`src/rtl/ifetch_resp.sv`:
```
// ifetch_resp: in-order instruction fetch request/response adapter between the IF stage and the memory side.
// Optional one-entry reuse buffer for back-to-back refetch of the same cacheable word, enabled by IFETCH_REUSE_EN.
module ifetch_resp #(
  parameter int DEPTH = 2
) (
  input  logic        clk,
  input  logic        resetn,
  input  logic        inst_req,
  input  logic [31:0] inst_addr,
  input  logic        inst_cacheable,
  output logic        addr_ok,
  output logic        data_ok,
  output logic [31:0] rdata,
  output logic        rd_req,
  output logic [31:0] rd_addr,
  output logic        rd_cacheable,
  input  logic        rd_rdy,
  input  logic        ret_valid,
  input  logic [31:0] ret_data
);
  localparam int CW = $clog2(DEPTH + 1);
  logic [CW-1:0] r_cnt;
  logic          r_data_ok;
  logic [31:0]   r_rdata;
  logic          w_hit, w_acc, w_ret, w_full;
  logic [31:0]   w_hit_data;
  assign w_full       = (r_cnt == CW'(DEPTH));
  assign w_ret        = ret_valid & (r_cnt != '0);
  // Gated by resetn so nothing is offered or acknowledged while held in reset.
  assign rd_req       = resetn & inst_req & ~w_full & ~w_hit;
  assign w_acc        = rd_req & rd_rdy;
  assign addr_ok      = w_acc | (resetn & inst_req & w_hit);
  assign rd_addr      = inst_addr;
  assign rd_cacheable = inst_cacheable;
  assign data_ok      = r_data_ok;
  assign rdata        = r_rdata;
  always_ff @(posedge clk or negedge resetn)
    if (!resetn) r_cnt <= '0;
    else if (w_acc & ~w_ret) r_cnt <= r_cnt + 1'b1;
    else if (w_ret & ~w_acc) r_cnt <= r_cnt - 1'b1;
  // A memory return and a reuse hit are exclusive: a hit needs cnt == 0, a counted return needs cnt != 0.
  always_ff @(posedge clk or negedge resetn)
    if (!resetn) begin
      r_data_ok <= 1'b0;
      r_rdata   <= '0;
    end else begin
      r_data_ok <= w_ret | w_hit;
      r_rdata   <= w_ret ? ret_data : w_hit ? w_hit_data : r_rdata;
    end
`ifdef IFETCH_REUSE_EN
  localparam int PW = (DEPTH > 1) ? $clog2(DEPTH) : 1;
  logic [31:0]   r_aq [DEPTH];
  logic [PW-1:0] r_wp, r_rp;
  logic          r_buf_v;
  logic [31:0]   r_buf_a, r_buf_d, r_daddr;
  function automatic logic [PW-1:0] ptr_inc(input logic [PW-1:0] p);
    return (p == PW'(DEPTH - 1)) ? '0 : p + 1'b1;
  endfunction
  // A cycle with data_ok high is still writing the buffer, so it cannot serve a hit yet.
  assign w_hit      = r_buf_v & (r_buf_a == inst_addr) & inst_cacheable & (r_cnt == '0) & ~r_data_ok;
  assign w_hit_data = r_buf_d;
  always_ff @(posedge clk)
    if (w_acc) r_aq[r_wp] <= inst_addr;
  always_ff @(posedge clk or negedge resetn)
    if (!resetn) begin
      r_wp    <= '0;
      r_rp    <= '0;
      r_buf_v <= 1'b0;
      r_buf_a <= '0;
      r_buf_d <= '0;
      r_daddr <= '0;
    end else begin
      if (w_acc) r_wp <= ptr_inc(r_wp);
      if (w_ret) r_rp <= ptr_inc(r_rp);
      if (w_ret | w_hit) r_daddr <= w_ret ? r_aq[r_rp] : inst_addr;
      if (r_data_ok) begin
        r_buf_v <= 1'b1;
        r_buf_a <= r_daddr;
        r_buf_d <= r_rdata;
      end
    end
`else
  assign w_hit      = 1'b0;
  assign w_hit_data = '0;
`endif
endmodule

```
`config.mk`:
```
export PLATFORM = sky130hd
export DESIGN_NAME = ifetch_resp
export DESIGN_NICKNAME = d
export VERILOG_FILES = /design/src/rtl/ifetch_resp.sv
export SDC_FILE = /design/constraint.sdc
export NUM_CORES = 1
export LEC_CHECK = 0
export BUFFER_PORTS_ARGS = -buffer_cell sky130_fd_sc_hd__buf_4
export CAP_MARGIN = 10
export CORE_ASPECT_RATIO = 1.5
export CORE_MARGIN = 1.5
export CORE_UTILIZATION = 30
export DETAILED_ROUTE_END_ITERATION = 12
export PLACE_DENSITY = 0.76
export SLEW_MARGIN = 20
export SYNTH_ARGS = -nofsm -noshare
export SYNTH_HDL_FRONTEND = slang
export SYNTH_SLANG_ARGS = --single-unit
export TNS_END_PERCENT = 50
```
`constraint.sdc`:
```
create_clock -name clk -period 1.67 [get_ports clk]
set_clock_uncertainty 0.05 [all_clocks]
set_input_delay 0.0835 -clock clk [delete_from_list [all_inputs] [get_ports clk]]
set_output_delay 0.0835 -clock clk [all_outputs]
set_load 0.02 [all_outputs]
```
======== Yosys cells after proc, flatten, opt, wreduce, memory -nomap -nowiden ========
Index checks and enable logic that the tools add are counted.
word-level totals
  bits in registers ....................... 35
  logic and storage cells ................. 20
  output and inout bits ................... 68
  input port bits ......................... 70
cells by class
  reductions and logical operators ........ 2
  bitwise logic cells ..................... 9
  muxes and demuxes ....................... 3
  add/sub/neg operators ................... 2
  equal/unequal tests ..................... 1
operator list
  cell                                                                count
  32-bit two-way mux                                                  1
  1-bit AND                                                           6
  2-bit two-way mux                                                   2
  2-bit nonzero test                                                  2
  1-bit inverter                                                      3
  2-bit by 1-bit adder with 2-bit output, second input constant       1
  2-bit == test, second input constant                                1
  2-bit by 1-bit subtractor with 2-bit output, second input constant  1

======== Depth between registers and ports, before layout ========
  depth in word-level cells ............... 8
  gate-level depth with buffers ........... 7
  gate-level depth less buffers ........... 7

======== Least setup slack after synthesis ========
OpenSTA, ideal clock, no wires.
  path kind ............................... reg2reg
  from .................................... register r_cnt[0]
  to ...................................... register r_cnt[1]
  clock period less this slack ............ 1.878 ns
  library setup time ...................... 0.126 ns
  data required time ...................... 1.494 ns
  buffers on the path ..................... 0
  setup slack ............................. -0.208 ns
  stages on the path, launching flop included .. 8
  data arrival time ....................... 1.702 ns
  cell sequence ........................... dfrtp_1 > inv_1 > a21oi_1 > and2_1 > ha_1 > xor2_1 > nor2_1 > xor2_1
between the ends
  word-level cells in the longest chain between the ends .. 7
  elaborated cells on any way between the ends .. 15
  those cells by class .................... add/sub: 2; eq/ne: 1; mux: 2; bitwise: 8; reduce/logical: 2
ends and longest elaborated chain
  item                          line  text
  from (decl)                   22    logic [CW-1:0] r_cnt;
  from (signal assigned)        39    else if (w_acc & ~w_ret) r_cnt <= r_cnt + 1'b1;
  from (signal assigned)        40    else if (w_ret & ~w_acc) r_cnt <= r_cnt - 1'b1;
  2-bit == test (*)             27    assign w_full = (r_cnt == CW'(DEPTH));
  1-bit inverter (*)            30    assign rd_req = resetn & inst_req & ~w_full & ~w_hit;
  1-bit AND (*)                 30
  net rd_req                    14    output logic rd_req,
  1-bit AND (*)                 31    assign w_acc = rd_req & rd_rdy;
  net addr_ok                   11    output logic addr_ok,
  1-bit inverter                40
  1-bit AND                     40
  2-bit nonzero test (no line)  --
Mark *: on every way through the listed nets, which the timed path passes. The rest lies on a longest branch. The select of a mux whose other input is x is not followed.
A chain may end at the register's enable or synchronous reset.

======== Final worst setup path ========
  from .................................... input resetn
  to ...................................... register r_cnt[1]
between the ends
  word-level cells in the longest chain between the ends .. 6
  elaborated cells on any way between the ends .. 8
  those cells by class .................... mux: 1; bitwise: 6; reduce/logical: 1
ends and longest elaborated chain
  item                          line  text
  from (decl)                   7     input logic resetn,
  1-bit AND (*)                 --
  1-bit AND (*)                 30
  1-bit AND (*)                 31
  1-bit inverter                40
  1-bit AND                     40
  2-bit nonzero test (no line)  --
Mark *: on every way between the ends. The rest lies on a longest branch, timed or not.

==> summary.md <==
| Metric | Value |
|---|---|
| Status | `completed` |
| Share of post-route cells with drive strength above 1 | `60.2%` |
| GRT Resource Usage Total | `12.0%` |
| Worst slew margin relative to its limit | `70.4%` |
| Number of optimization iterations in the first detailed-route pass | `3` |
| Yosys synthesis warning count | `0` |
| Total via count in the routed design | `1089` |
| Worst Setup Path Type | `primary input to flop` |
| Maximum vdd ir drop | `0.712 mV` |
| Largest cells by area after synthesis | `sky130_fd_sc_hd__dfrtp_1 55%, sky130_fd_sc_hd__mux2_2 21%, sky130_fd_sc_hd__buf_4 15%` |
| Final clock period utilization by the worst path | `92.8%` |
| Vias per Instance | `4.20` |
| Primary FF master, synth | `sky130_fd_sc_hd__dfrtp_1` |
| Placer congestion estimate | `0.642` |
| Flop2flop setup slack | `0.13 ns` |
| Library cell used as clock root buffer | `sky130_fd_sc_hd__clkbuf_8` |
| CTS clock-pin slew for the worst setup and hold paths | `0.06 ns` |
| Fmax achieved | `645 MHz` |
| Count of inserted antenna diode cells | `0` |
| Pin count of the biggest net entering global routing | `36` |
| FP Rows | `32` |
| Total power density per cell area | `1610 nW/um2` |
| Number of distinct library cell variants in the gate-level netlist after synthesis | `14` |
| Wire length of the first global-routing pass | `5260 um` |
| Crit path launch type | `primary input` |
| Post-synth top area cell | `sky130_fd_sc_hd__dfrtp_1` |
| Critical Path Sink Type | `flop` |
| Aggregate global routing overflow | `0` |
| Post-synthesis net count | `185` |
| Placed cell count | `220` |
| Top-level I/O count | `138` |
| Iteration-0 DRC count of the detailed router | `6` |
| Starting utilization of the core area | `31.1%` |
| Max-capacitance violation count | `0` |
| Number of standard cells in the layout, taps in and fillers out | `259` |
| DIE AREA | `5810 um2` |
| Number of routed nets with antenna violations | `0` |
| TritonCTS clock tree | `built` |
| Finish-stage setup viols | `0` |
| TritonCTS sink count | `35` |
| CTS H-Tree Depth | `2` |
| Post-synthesis area per instance | `14.1 um2` |
| WL/cell | `12.9 um` |
| Most frequent cells after synthesis | `35 x sky130_fd_sc_hd__dfrtp_1, 33 x sky130_fd_sc_hd__buf_4, 30 x sky130_fd_sc_hd__mux2_2` |
| Standard cell core area | `5160 um2` |
| Sequential element share of the synthesized area | `54.5%` |
| Number of nets at the end of the flow | `263` |
| Top cell type's share of synthesized area | `54.5%` |
| Final critical path time including I/O delays and setup | `1.55 ns` |
| Most common cell in the netlist | `sky130_fd_sc_hd__dfrtp_1` |
| Count of state elements after synthesis | `35` |
| Worst Max-Slew Pin Slew | `0.444 ns` |
| Hold violation count in the final report | `0` |
| Chip width | `62.8 um` |
| Final TNS setup | `0 ns` |
| Fraction of the core area covered by cells at the end of the flow | `46.6%` |
| Quantity of I/O buffers inserted on ports | `71` |
| Summed instance area of the synthesized netlist | `1610 um2` |
| Detailed Route WL | `3330 um` |
| HP Class | `primary input to primary output` |
| Data arrival time of the critical path | `1.70 ns` |
| Maximum fanout along the worst path | `2` |
| Async SR Flop Fraction | `100%` |
| Setup repair after global routing missed its margin | `no` |
| Die outline height | `92.6 um` |
| Area delta synth->final | `49.8%` |
| Post-DP HPWL | `2170 um` |
| Buffer levels on the longest clock path | `2` |
| Number of flops mapped to enable cells by yosys | `0` |
| Number of inserted filler cells in the final layout | `485` |
| WP data required | `1.82 ns` |
| Clk Latency, worst-skew pair | `0.28 ns` |
| Instance count of the mapped netlist | `114` |
| Number of global-route vias before repair | `1161` |
| Initial antenna violation count | `0` |
| Residual DRC | `0` |
| TritonCTS buffer count | `5` |
| Leakage power | `1.14 nW` |
| Final count of pins violating max slew | `0` |
worst max-delay path, cell delays in order:
cell                            delay (ns)
sky130_fd_sc_hd__dlygate4sd3_1        0.54
sky130_fd_sc_hd__buf_4                0.14
sky130_fd_sc_hd__nand2_1              0.10
sky130_fd_sc_hd__a21oi_4              0.04
sky130_fd_sc_hd__and2_2               0.20
sky130_fd_sc_hd__ha_1                 0.32
sky130_fd_sc_hd__nor2_1               0.13
sky130_fd_sc_hd__xor2_1               0.15
flip-flops by register name, summed over array words and instances (netlist names):
| name | cells |
|---|---|
| rdata | 32 |
| data_ok | 1 |
| r_cnt | 2 |
power by group:
part           internal, W  switching (W)
logic             0.000994       0.000882
registers          0.00124       0.000229
clock network     0.000277       0.000261
total              0.00251        0.00137
logic make-up (layout without fill, tap and decap cells):
| logic type | Yosys count | count (layout) | share of synthesized area, % |
|---|---|---|---|
| adders and majority gates | 1 | 1 | 0.779 |
| buffers and inverters | 38 | 115 | 18.0 |
| muxes | 32 | 32 | 22.9 |
| and+or+nand+nor | 3 | 3 | 0.856 |
| DFF | 35 | 35 | 54.5 |
| xor gates and xnor gates | 3 | 3 | 1.64 |
| AOI/OAI and AO/OA | 2 | 2 | 1.32 |
area by class of cell:
| type | instances | area (um2) | share of cell area [%] |
|---|---|---|---|
| multi-input cells | 41 | 454 | 18.9 |
| inverters | 2 | 7.51 | 0.312 |
| well taps | 68 | 85.1 | 3.53 |
| flip-flops and latches | 35 | 877 | 36.4 |
| repair buffers | 107 | 911 | 37.8 |
| clock buffers | 6 | 72.6 | 3.01 |
layer usage:
| metal | global-route usage, % | share of wire (%) | vias up |
|---|---|---|---|
| met5 | 0 | 0 | - |
| met4 | 8.52 | 3.8 | 0 |
| met1 | 11.1 | 35 | 526 |
| met3 | 3.77 | 5.9 | 20 |
| li1 | - | - | 497 |
| met2 | 21.8 | 56 | 46 |
what timing repair did:
action | CTS | global route
endpoints found under the hold margin | 67 | 0
endpoints found under the setup margin | 0 | 1
gates resized for setup | 0 | 1
buffers inserted | 0 | 0
hold buffers | 33 | 0
cells in the final DEF (no fill, tap or decap), drive strengths merged:
cell type	Yosys	layout
and2	1	1
nor2	1	1
xnor2	1	1
dfrtp	35	35
inv	2	2
ha	1	1
xor2	2	2
o21ai	1	1
clkbuf	0	6
mux2	32	32
a21oi	1	1
dlygate4sd3	0	33
nand2	1	1
buf	36	74
through the flow:
stage | cell area [um2] | setup slack (ns) | hold slack, ns | power, W
after floorplan | 1620 | 0.0325 | -0.262 | 0.00262
after global placement | 2000 | 0.169 | 0.116 | 0.00326
after detailed placement | 2000 | 0.0823 | 0.116 | 0.00331
after CTS | 2410 | 0.0790 | 0.117 | 0.00393
after global routing | 2410 | 0.00126 | 0.117 | 0.00412
final | 2410 | 0.120 | 0.117 | 0.00388
worst paths after layout:
path,start,to,depth (start not counted)
worst max-delay path,resetn,r_cnt[1]$_DFFE_PN0P_,8
worst min-delay path,inst_addr[10],rd_addr[10],0
worst max register to register,r_cnt[0]$_DFFE_PN0P_,r_cnt[1]$_DFFE_PN0P_,6
worst min register to register,rdata[22]$_DFFE_PN0P_,rdata[22]$_DFFE_PN0P_,1
max in group asynchronous,resetn,rdata[8]$_DFFE_PN0P_,3
min in group asynchronous,resetn,r_cnt[0]$_DFFE_PN0P_,3
Note: power is estimated with default switching activity, not from simulation.
